File: src/rtl/tile_cfg_sink.sv
// Tile-side config bus endpoint: shadow/active register bank with commit, sticky error and readback.
// Optional readback path (reads, status word, rd_data/rd_valid pipeline) is enabled by CFG_SINK_READBACK_EN.
module tile_cfg_sink #(
  parameter int         NREGS      = 8,
  parameter logic [7:0] FEATURE_ID = 8'h00
) (
  input  logic                 clk,
  input  logic                 reset,
  input  logic [15:0]          tile_id,
  input  logic                 cfg_valid,
  input  logic                 cfg_write,
  input  logic [31:0]          cfg_addr,
  input  logic [31:0]          cfg_data,
  output logic [NREGS*32-1:0]  cfg_regs,
  output logic                 cfg_busy,
  output logic                 cfg_done,
  output logic                 cfg_err,
  output logic [31:0]          rd_data,
  output logic                 rd_valid
);

  typedef enum logic [1:0] {
    IDLE   = 2'd0,
    DIRTY  = 2'd1,
    COMMIT = 2'd2
  } state_t;

  state_t      state, state_next;
  logic        in_valid, in_write;
  logic [31:0] in_addr, in_data;
  logic [31:0] shadow [NREGS];
  logic [31:0] active [NREGS];

  logic [15:0] tile_f;
  logic [7:0]  feat_f, idx;
  logic        feat_ok, in_range, wr_match, shadow_wr, commit, wr_bad, err_set;

  // Stage 0: input capture.
  always_ff @(posedge clk) begin
    if (!reset) begin
      in_valid <= 1'b0;
      in_write <= 1'b0;
      in_addr  <= '0;
      in_data  <= '0;
    end else begin
      in_valid <= cfg_valid;
      in_write <= cfg_write;
      in_addr  <= cfg_addr;
      in_data  <= cfg_data;
    end
  end

  // Stage 1: decode.
  assign tile_f    = in_addr[15:0];
  assign feat_f    = in_addr[23:16];
  assign idx       = in_addr[31:24];
  assign feat_ok   = (feat_f == FEATURE_ID);
  assign in_range  = (int'(idx) < NREGS);
  assign wr_match  = in_valid && in_write && feat_ok &&
                     ((tile_f == tile_id) || (tile_f == 16'hFFFF));
  assign shadow_wr = wr_match && in_range;
  assign commit    = wr_match && (idx == 8'hFF);
  assign wr_bad    = wr_match && !in_range && (idx != 8'hFF);

  always_ff @(posedge clk) begin
    if (!reset) begin
      state <= IDLE;
    end else begin
      state <= state_next;
    end
  end

  always_comb begin
    state_next = state;
    case (state)
      IDLE:    if (commit) state_next = COMMIT;
               else if (shadow_wr) state_next = DIRTY;
      DIRTY:   if (commit) state_next = COMMIT;
      COMMIT:  if (commit) state_next = COMMIT;
               else if (shadow_wr) state_next = DIRTY;
               else state_next = IDLE;
      default: state_next = IDLE;
    endcase
  end

  assign cfg_busy = (state == DIRTY);
  assign cfg_done = (state == COMMIT);

  // A commit and a shadow write are never decoded in the same cycle, so copying shadow as-is suffices.
  always_ff @(posedge clk) begin
    if (!reset) begin
      for (int i = 0; i < NREGS; i++) begin
        shadow[i] <= '0;
        active[i] <= '0;
      end
    end else begin
      for (int i = 0; i < NREGS; i++) begin
        if (shadow_wr && (idx == 8'(i))) shadow[i] <= in_data;
        if (commit) active[i] <= shadow[i];
      end
    end
  end

  for (genvar g = 0; g < NREGS; g++) begin : g_regs
    assign cfg_regs[32*g +: 32] = active[g];
  end

`ifdef CFG_SINK_READBACK_EN
  logic        rd_match, rd_bad;
  logic [31:0] rd_word;
  logic        rd1_valid;
  logic [31:0] rd1_data;

  // Broadcast tile field never matches a read.
  assign rd_match = in_valid && !in_write && feat_ok && (tile_f == tile_id);
  assign rd_bad   = rd_match && !in_range && (idx != 8'hFE);
  assign err_set  = wr_bad || rd_bad;

  always_comb begin
    rd_word = '0;
    if (idx == 8'hFE) begin
      rd_word = {29'b0, cfg_err, cfg_busy, cfg_done};
    end else begin
      for (int i = 0; i < NREGS; i++) begin
        if (idx == 8'(i)) rd_word = shadow[i];
      end
    end
  end

  always_ff @(posedge clk) begin
    if (!reset) begin
      rd1_valid <= 1'b0;
      rd1_data  <= '0;
      rd_valid  <= 1'b0;
      rd_data   <= '0;
    end else begin
      rd1_valid <= rd_match;
      rd1_data  <= rd_match ? rd_word : 32'h0;
      rd_valid  <= rd1_valid;
      rd_data   <= rd1_data;
    end
  end
`else
  assign err_set  = wr_bad;
  assign rd_data  = 32'h0;
  assign rd_valid = 1'b0;
`endif

  always_ff @(posedge clk) begin
    if (!reset) begin
      cfg_err <= 1'b0;
    end else if (err_set) begin
      cfg_err <= 1'b1;
    end
  end

endmodule

File: config.mk
export PLATFORM = sky130hd
export DESIGN_NAME = tile_cfg_sink
export DESIGN_NICKNAME = d
export VERILOG_FILES = /design/src/rtl/tile_cfg_sink.sv
export SDC_FILE = /design/constraint.sdc
export NUM_CORES = 1
export LEC_CHECK = 0
export BUFFER_PORTS_ARGS = -buffer_cell sky130_fd_sc_hd__clkbuf_2
export CAP_MARGIN = 25
export CORE_MARGIN = 2
export CORE_UTILIZATION = 55
export CTS_CLUSTER_SIZE = 14
export DETAILED_ROUTE_END_ITERATION = 6
export GPL_TIMING_DRIVEN = 0
export PLACE_DENSITY = 0.78
export SLEW_MARGIN = 10
export SYNTH_ARGS = -nofsm -noshare
export SYNTH_HDL_FRONTEND = slang
export SYNTH_SLANG_ARGS = --single-unit
File: constraint.sdc
create_clock -name clk -period 22.8 [get_ports clk]
set_input_delay 1.14 -clock clk [delete_from_list [all_inputs] [get_ports clk]]
set_output_delay 1.14 -clock clk [all_outputs]
set_load 0.01 [all_outputs]
==> results.toml, run 1 <==
[detailed_routing]
wl_per_cell_um = 22.11
drtIter0Drc = 1557
firstDrtPassIters = 5
routed_wl_mm = 56.22
ant_nets = 0
vias_per_cell = 5.474
route.vias.total = 13920
drc = 0

[status]
status = "complete, no violations"

[pwr]
switching_power_uw = 478.3
finalPower_uw = 2191
pwr-share-clk_pct = 39.2
power_frac_comb_pct = 5.6
seqPwrFrac_pct = 55.2
p_leak_uw = 0.01019
power_per_cell_area_mw_per_mm2 = 83.01
p_int_uw = 1713
switching_share_pct = 21.83
ir_worst_vdd_mv = 0.05944

[clock_network]
clk_path_buf_depth = 3
cts-root-buf = "clkbuf_16"
cts.sinks = 581
numCtsBuffers = 55
clk_latency_ns = 0.60
cts_tree = "yes"
h-tree-depth = 2
cts_hold_buf = 0
clkTransAtPathRegs_ns = 0.06
postCtsSetupRepairBufs = 0
cts_resized = 0

[floorplan]
floorplan.die_area_mm2 = 0.04114
core_mm2 = 0.03883
pin_count = 376
chipHeight_um = 202.8
initial_core_util_pct = 55.99
fp.dieW_um = 202.8
fp-row-count = 72

[sta]
report.final.slew_viol_count = 0
skew_ns = 0.01862
max-slew-margin-rel_pct = 37.97
rsz0062_at_grt = "false"
setup-violations-final = 0
timing.final.crit_period_ns = 3.898
fin_setup_tns_ns = 0
period_share_pct = 17.10
worstMarginPinSlew_ns = 0.9304
clock.fmax_mhz = 256.5
hold_viol = 0

[final_layout]
n_antenna_cell = 0
area_growth_pct = 21.40
nNetsFinal = 2064
drive_gt1_share_pct = 27.56
final_util_pct = 67.98

[global_route]
antenna_found_initial = 0
use_met3_pct = 7.881
track_usage_pct = 27.58
grt_overflow = 0
busiest_layer = "met2"
grt_pass1_wl_mm = 82.58
met2_usage_pct = 45.12
grt_pass1_vias = 13760
met1_usage_pct = 34.10
grt_max_degree = 33

[worst_setup_path]
start_kind = "input port"
cp.required_ns = 23.16
crit_path_max_fanout = 10
worstSetupPathType = "input port to register"
crit_arrival_ns = 4.26
crit_chain = "clkbuf_2 > clkbuf_1 > clkbuf_1 > clkbuf_1 > o41ai_2 > buf_4 > buf_4 > buf_4"
end_kind = "register"
slowest_stage = "clkbuf_1"
critical_path.max_stage_delay_ns = 0.76

[hold_path]
worstHoldPathType = "register to register"

[synthesis]
synth_largest_area_cell = "edfxtp_1"
synth_area_leaders = "edfxtp_1 71%, and2_1 6.4%, dfxtp_1 6.4%, nor4_1 3.9%, nor2_1 2.9%"
synth.top_cell.area_share_pct = 70.72
synth_most_common_cell = "edfxtp_1"
synthArstFlopShare_pct = 0
synth-edff-count = 512
synthesis.area_mm2 = 0.02174
syn_avg_cell_area_um2 = 14.35
ys_ff_latch = 581
synthTopCellsByCount = "512 x edfxtp_1, 223 x and2_1, 166 x nor2_1"
yosysWarnings = 0
ys_seq_area_share_pct = 77.07
netlist_instances = 1515
synthFlopType = "edfxtp_1"
netlist-cell-type-count = 33

[place]
hpwl_mm = 40.14
gp_congestion = 0.9166
io_buffers = 342

[job]
cap_violations = 0
[flip-flops by register name, summed over array words and instances (netlist names)]
name      count
shadow      256
active      256
in_data      32
state         2
cfg_err       1
in_valid      1
in_write      1
in_addr      32
[power by group through the flow]
stage | logic, uW | registers [uW] | clock network, uW
floorplan | 49.6 | 1250 | 0
global placement | 109 | 1250 | 0
detailed placement | 121 | 1230 | 0
CTS | 122 | 1210 | 870
global route | 131 | 1210 | 906
finish | 123 | 1210 | 860
[routing by layer]
| layer | routed length (um) | up-vias |
|---|---|---|
| met5 | 0 | - |
| met4 | 2858 | 0 |
| met3 | 5623 | 164 |
| met2 | 26750 | 768 |
| met1 | 20990 | 6682 |
| li1 | - | 6307 |
[worst max-delay path, delay by kind of cell]
family	cells	cell delay [ns]
compound gates	1	0.39
buf+inv	7	2.72
[stage by stage]
stage	setup WS (ns)	hold WS (ns)	instances	cell area (um2)
floorplan	8.339	0.4217	1547	21860
global placement	3.927	0.4320	2407	24220
detailed placement	18.25	0.4402	2441	24700
CTS	18.89	0.4485	2543	26390
global route	18.74	0.4760	2543	26390
finish	18.90	0.4508	2543	26390
[cell type report]
cell class / instances / area, um2
timing repair buffer: 376 / 2125
inverter: 32 / 120.1
fill: 2630 / 12430
clock buffer: 69 / 1460
multi-input combinational: 785 / 4339
sequential: 581 / 16760
tap: 518 / 648.1
clock inverter: 33 / 231.5
buffer: 149 / 713.2
[cells by family (layout without fill, tap and decap cells)]
group	Yosys count	after routing	share of synthesized area [%]
AO/OA/AOI/OAI	15	15	0.5582
XOR/XNOR	16	16	0.6445
buffers and inverters	181	659	3.833
flip-flops	581	581	77.07
other	1	33	0.01725
AND/OR/NAND/NOR	721	721	17.88
[layout by cell type, fill, tap and decap left out, types with 2 or more instances in the layout]
master and count:
clkinv_2 13, nor2b_1 2, nand2_1 37, clkinvlp_4 3, nand2_2 2, o41ai_2 5, edfxtp_1 512, buf_6 2
bufinv_16 2, or3_1 3, o211ai_1 2, buf_1 6, or2_2 35, clkbuf_2 342, clkbuf_16 56, buf_4 49
inv_1 32, buf_12 6, nor4_1 135, nor3_1 2, and2_1 223, clkinv_4 2, nand3_1 100, buf_2 29
nand4_1 7, conb_1 33, clkbuf_1 98, nor2_1 166, xor2_1 16, o21ai_1 2, nand2b_1 3, and4_1 2
clkinv_1 11, buf_16 4, dfxtp_1 69
[path summary, 6_finish.rpt]
kind / startpoint / end / slack, ns / cells past startpoint
hold reg to reg: cfg_err / cfg_err / 0.45 / 2
setup reg to reg: in_addr[11] / shadow[0][40] / 19.32 / 8
setup / recovery: reset / shadow[0][40] / 18.90 / 8
hold / removal: cfg_err / cfg_err / 0.45 / 2
(Power assumes the default switching activity.)
==> inputs of run 2 (changes only) <==
--- a/config.mk
+++ b/config.mk
@@ -8,11 +8,11 @@
 export BUFFER_PORTS_ARGS = -buffer_cell sky130_fd_sc_hd__clkbuf_2
 export CAP_MARGIN = 25
 export CORE_MARGIN = 2
-export CORE_UTILIZATION = 55
+export CORE_UTILIZATION = 50
 export CTS_CLUSTER_SIZE = 14
 export DETAILED_ROUTE_END_ITERATION = 6
 export GPL_TIMING_DRIVEN = 0
-export PLACE_DENSITY = 0.78
+export PLACE_DENSITY = 0.75
 export SLEW_MARGIN = 10
 export SYNTH_ARGS = -nofsm -noshare
 export SYNTH_HDL_FRONTEND = slang
==> constraint.sdc (replaced) <==
create_clock -name clk -period 3.1 [get_ports clk]
set_input_delay 0.155 -clock clk [delete_from_list [all_inputs] [get_ports clk]]
set_output_delay 0.155 -clock clk [all_outputs]
set_load 0.01 [all_outputs]
==> run 2 against run 1 <==
  * Clock-buffer cell count rose by 11
  * Wire length rose by 3.7%
  * Worst hold slack got worse by 0.15 ns
  * Sequential cell count did not move
  * Sequential power rose to 7.3 times the previous value
  * Final area rose by 3.4%
  * Register-to-register slack got worse by 19 ns
  * Global-route usage fell by 1.7 points
  * Via count rose by 2.1%
  * Setup slack got worse by 19 ns
  * Sequential share of layout area fell by 2.1 points
  * Largest power group unchanged
  * Highest routed layer unchanged
==> results.toml, run 2 (synthesized netlist as in run 1, its figures left out) <==
[status]
status = "complete, no violations"

[sta]
hold_viol = 0
skew_ns = 0.02085
setup_slack_ns = 0.1136
timing.final.crit_period_ns = 2.986
worstMarginPinSlew_ns = 1.009
fin_setup_tns_ns = 0
report.final.slew_viol_count = 0
setup-violations-final = 0
max-slew-margin-rel_pct = 32.75
clock.fmax_mhz = 334.9
period_share_pct = 96.34

[hold_path]
hold_depth = 3
worstHoldPathType = "input port to register"
min_from = "cfg_data[24]"
worstHoldEndpoint = "in_data[24]"

[final_layout]
nNetsFinal = 2130
layout_common_cells = "512 x edfxtp_1, 343 x clkbuf_2, 223 x and2_1"
area_growth_pct = 25.58
multi_input_area_mm2 = 0.004409
n_antenna_cell = 0
num-fill-cells = 3194
fin_area_mm2 = 0.02730
final_util_pct = 63.52
seqCellArea_mm2 = 0.01676
drive_gt1_share_pct = 27.20
top_regs = "active x256, shadow x256"
final_common_cell = "edfxtp_1"

[job]
cap_violations = 0

[clock_network]
clkTransAtPathRegs_ns = 0.06
cts_tree = "yes"
numCtsBuffers = 56
h-tree-depth = 2
cts-root-buf = "clkbuf_16"
cts.sinks = 581
clk_latency_ns = 0.61
clk_path_buf_depth = 3

[worst_setup_path]
end_kind = "register"
crit_chain = "xor2_1 > nor4_2 > and4_4 > o21ai_1 > buf_4 > o41ai_2 > buf_4 > buf_2 > buf_4"
crit_arrival_ns = 3.29
critical_path.max_stage_delay_ns = 0.42
ff2ff_setup_slack_ns = 0.11
crit_path_max_fanout = 10
r2r_end = "shadow[1][85]"
worst-path-buf-inv = 4
cp_top_family = "buffers and inverters"
crit_top_cell = "buf_4"
reg2reg_depth = 9
timing.critical_path.from = "in_addr[3]"
start_kind = "register"
r2r_start = "in_addr[3]"
cp.required_ns = 3.40
slowest_stage = "o41ai_2"
worstSetupPathType = "register to register"

[pwr]
p_leak_uw = 0.01056
switching_share_pct = 21.78
power_per_cell_area_mw_per_mm2 = 603.7
switching_power_uw = 3591
seqPwrFrac_pct = 54.0
power_frac_comb_pct = 5.9
pwr-share-clk_pct = 40.1
p_int_uw = 12890
ir_worst_vdd_mv = 0.4502

[detailed_routing]
firstDrtPassIters = 5
routed_wl_mm = 58.31
drtIter0Drc = 1399
route.vias.total = 14210
wl_per_cell_um = 21.78
vias_per_cell = 5.310
drc = 0
ant_nets = 0

[global_route]
grt_overflow = 0
grt_pass1_vias = 13920
grt_max_degree = 53
track_usage_pct = 25.93
antenna_found_initial = 0
grt_pass1_wl_mm = 84.54

[floorplan]
fp-row-count = 76
initial_core_util_pct = 50.58
fp.dieW_um = 212.5
core_mm2 = 0.04298
chipHeight_um = 212.5
floorplan.die_area_mm2 = 0.04516
pin_count = 376

[place]
gp_congestion = 0.8929
hpwl_mm = 41.03
dpl-instance-area_mm2 = 0.02484
io_buffers = 342
place_worst_setup_slack_ns = -0.7772
## run 2: cell types whose count changed in the layout (fill, tap and decap cells not counted), moves of 3 or more
| cell | delta |
|---|---|
| dlygate4sd3_1 | +66 |
| nor4_1 | -6 |
| clkbuf_8 | +5 |
| clkinv_1 | -5 |
| nor4_2 | +5 |
| buf_12 | -4 |
| buf_6 | +4 |
| clkbuf_1 | +3 |
## run 2: tightest hold or removal path, cell delays in order
cell	delay, ns
dlygate4sd3_1	0.52
clkbuf_2	0.09
and2_1	0.10
## run 2: timing repair
item                                   in CTS  in global routing
endpoints found under the hold margin      66                  0
buffers inserted                            1                  1
resized for setup                          10                  5
pin swaps                                   2                  3
setup endpoints to repair                 285                225
hold buffers                               66                  0
## run 2: power by group through the flow
stage	Sequential [uW]	Combinational, uW	Clock (uW)
after floorplan	9140	368	0
after global placement	9100	807	0
after detailed placement	9060	899	0
after CTS	8890	974	6680
after global routing	8920	1050	6970
final	8890	980	6610
## run 2: layout make-up
| type | count | area share (%) |
|---|---|---|
| Buffer | 149 | 2.653 |
| Clock buffer | 80 | 5.838 |
| Clock inverter | 24 | 0.6966 |
| Inverter | 32 | 0.4399 |
| Multi-Input combinational cell | 785 | 16.15 |
| Sequential cell | 581 | 61.37 |
| Tap cell | 585 | 2.681 |
| Timing Repair Buffer | 441 | 10.17 |
## run 2: per-stage QoR
step                      std cells  power, uW  hold slack [ns]
after floorplan                1547       9503           0.2823
after global placement         2474       9906           0.3604
after detailed placement       2508       9957           0.3634
after CTS                      2678      16550           0.2577
after global routing           2677      16930           0.2917
final                          2677      16480           0.2962
## run 2: routing by layer
layer | vias up | GRT usage (%) | share of wire [%]
li1 | 6443 | - | -
met1 | 6881 | 32.70 | 38
met2 | 730 | 42.01 | 48
met3 | 160 | 6.056 | 9.0
met4 | 0 | 13.48 | 5.3
met5 | - | 0 | 0
## run 2: how the worst max path moves through the flow
| stage | to | depth (start not counted) | slack (ns) |
|---|---|---|---|
| 6_report | shadow[1][85] | 9 | 0.11 |
| 5_1_grt | active[0][34] | 11 | -0.009 |
| 4_1_cts | active[0][126] | 7 | 0.05 |
| 3_5_place_dp | active[1][72] | 10 | -0.78 |
| 3_3_place_gp | shadow[1][101] | 5 | -5.10 |
| 2_1_floorplan | active[0][0] | 7 | -2.84 |
==> inputs of run 3 (changes only) <==
--- a/config.mk
+++ b/config.mk
@@ -8,11 +8,11 @@
 export BUFFER_PORTS_ARGS = -buffer_cell sky130_fd_sc_hd__clkbuf_2
 export CAP_MARGIN = 25
 export CORE_MARGIN = 2
-export CORE_UTILIZATION = 50
+export CORE_UTILIZATION = 55
 export CTS_CLUSTER_SIZE = 14
 export DETAILED_ROUTE_END_ITERATION = 6
 export GPL_TIMING_DRIVEN = 0
-export PLACE_DENSITY = 0.75
+export PLACE_DENSITY = 0.78
 export SLEW_MARGIN = 10
 export SYNTH_ARGS = -nofsm -noshare
 export SYNTH_HDL_FRONTEND = slang
==> constraint.sdc (replaced) <==
create_clock -name clk -period 3.9 [get_ports clk]
set_input_delay 0.195 -clock clk [delete_from_list [all_inputs] [get_ports clk]]
set_output_delay 0.195 -clock clk [all_outputs]
set_load 0.01 [all_outputs]
==> run 3 against run 2 <==
  * Die area is 8.9% lower
  * Sequential cell count stayed put
  * Maximum frequency is 14% lower
  * Register-to-register slack better by 0.30 ns
  * Utilization is 6.6 points higher
  * Via count is 0.14% higher
  * Largest cell class unchanged
==> results.toml, run 3 (synthesized netlist as in run 1, its figures left out) <==
[status]
status = "complete, no violations"

[floorplan]
fp-row-count = 72
chipHeight_um = 202.8
core_mm2 = 0.03883
floorplan.die_area_mm2 = 0.04114
fp.dieW_um = 202.8
initial_core_util_pct = 55.99
pin_count = 376

[place]
hpwl_mm = 40.14
io_buffers = 342
dpl-instance-area_mm2 = 0.02478
place_inst = 2442
gp_congestion = 0.8712
place_worst_setup_slack_ns = 0.2405

[final_layout]
multi_input_area_mm2 = 0.004339
area_growth_pct = 25.31
final_cells = 2611
top_regs = "active x256, shadow x256"
layout_common_cells = "512 x edfxtp_1, 342 x clkbuf_2, 223 x and2_1"
drive_gt1_share_pct = 26.85
nNetsFinal = 2131
num-fill-cells = 2450
final_common_cell = "edfxtp_1"
seqCellArea_mm2 = 0.01676
n_antenna_cell = 0
fin_area_mm2 = 0.02724

[sta]
max-slew-margin-rel_pct = 28.09
skew_ns = 0.02920
timing.final.crit_period_ns = 3.491
rsz0062_at_grt = "false"
setup-violations-final = 0
setup_slack_ns = 0.4091
whs_ns = 0.3264
hold_viol = 0
worstMarginPinSlew_ns = 1.067
clock.fmax_mhz = 286.5
period_share_pct = 89.51
report.final.slew_viol_count = 0

[global_route]
use_met3_pct = 7.640
met1_usage_pct = 35.47
busiest_layer = "met2"
met2_usage_pct = 46.25
grt_overflow = 0
track_usage_pct = 28.31
grt_max_degree = 33
grt_pass1_wl_mm = 84.94
grt_pass1_vias = 14130
antenna_found_initial = 1

[worst_setup_path]
start_kind = "register"
critical_path.max_stage_delay_ns = 0.72
worstSetupPathType = "register to register"
end_kind = "register"
slowest_stage = "nor3_4"
r2r_start = "in_addr[27]"
cp.required_ns = 4.36
ff2ff_setup_slack_ns = 0.41
r2r_end = "active[1][39]"
cp_top_family = "simple AND/OR/NAND/NOR gates"
worst-path-buf-inv = 2
reg2reg_depth = 7
crit_arrival_ns = 3.95
crit_top_cell = "buf_2"
crit_path_max_fanout = 10
crit_chain = "nand4_1 > nor3_4 > nand2_1 > a211oi_2 > buf_2 > buf_2 > and2_1"

[detailed_routing]
ant_nets = 0
wl_per_cell_um = 22.24
vias_per_cell = 5.452
drtIter0Drc = 1486
drc = 0
route.vias.total = 14230
routed_wl_mm = 58.08
firstDrtPassIters = 5

[hold_path]
worstHoldEndpoint = "in_data[27]"
worstHoldPathType = "input port to register"
hold_depth = 3
min_from = "cfg_data[27]"

[pwr]
p_leak_uw = 0.01056
power_per_cell_area_mw_per_mm2 = 485.1
ir_worst_vdd_mv = 0.3907

[clock_network]
numCtsBuffers = 55
clkTransAtPathRegs_ns = 0.07
clk_latency_ns = 0.61
cts_resized = 0
h-tree-depth = 2
clk_path_buf_depth = 3
cts-root-buf = "clkbuf_16"
cts_tree = "yes"
cts.sinks = 581

[job]
cap_violations = 0
## run 3: cell types whose count changed in the layout (fill, tap and decap cells not counted), sizes merged
cell      previous run  this run
inv                 35        34
clkbuf             508       503
buf                 96        98
clkinvlp             1         2
bufinv               2         6
## run 3: how the worst max path moves through the flow
stage                           start             end  slack [ns]  cells past startpoint
final                     in_addr[27]   active[1][39]        0.41                      7
after global routing      in_addr[11]   shadow[0][55]        0.35                      8
after CTS                 in_addr[27]   active[1][39]        0.50                      7
after detailed placement        reset  active[1][101]        0.24                      9
after global placement    tile_id[11]   shadow[1][92]       -4.05                      7
after floorplan            in_addr[6]    active[0][0]       -2.04                      7
## run 3: cell type report
class                           count  share of cell area (%)
Multi-Input combinational cell    785                   15.93
Clock inverter                     28                   1.153
Inverter                           32                  0.4409
Timing Repair Buffer              443                   10.46
Tap cell                          518                   2.379
Clock buffer                       75                   5.475
Buffer                            149                   2.655
Sequential cell                   581                   61.51
## run 3: worst reg2reg max path: cells and delay by family (launching register included)
family,cells,cell delay [ns]
buf+inv,2,0.83
compound gates,1,0.71
flops,1,0.47
simple gates,4,1.33
## run 3: power by group
part	internal (uW)	switching (uW)
sequential	6990	85.1
combinational	288	498
clock	3090	2270
total	10400	2860
## run 3: through the flow
step	setup TNS, ns	power [uW]	utilization, %
floorplan	-724.97	7553	-
global placement	-1508.52	7866	62.45
detailed placement	0	7912	63.81
CTS	0	13230	70.16
global route	0	13550	70.16
finish	0	13220	70.16
## run 3: metal layers
layer  wire length, um  up-vias
li1                  -     6440
met1             21520     6774
met2             27810      853
met3              5948      167
met4              2795        0
met5                 0        -
## run 3: what timing repair did
action	in CTS	in global routing
setup buffers	0	0
hold buffers	66	0
endpoints found under the hold margin	66	0
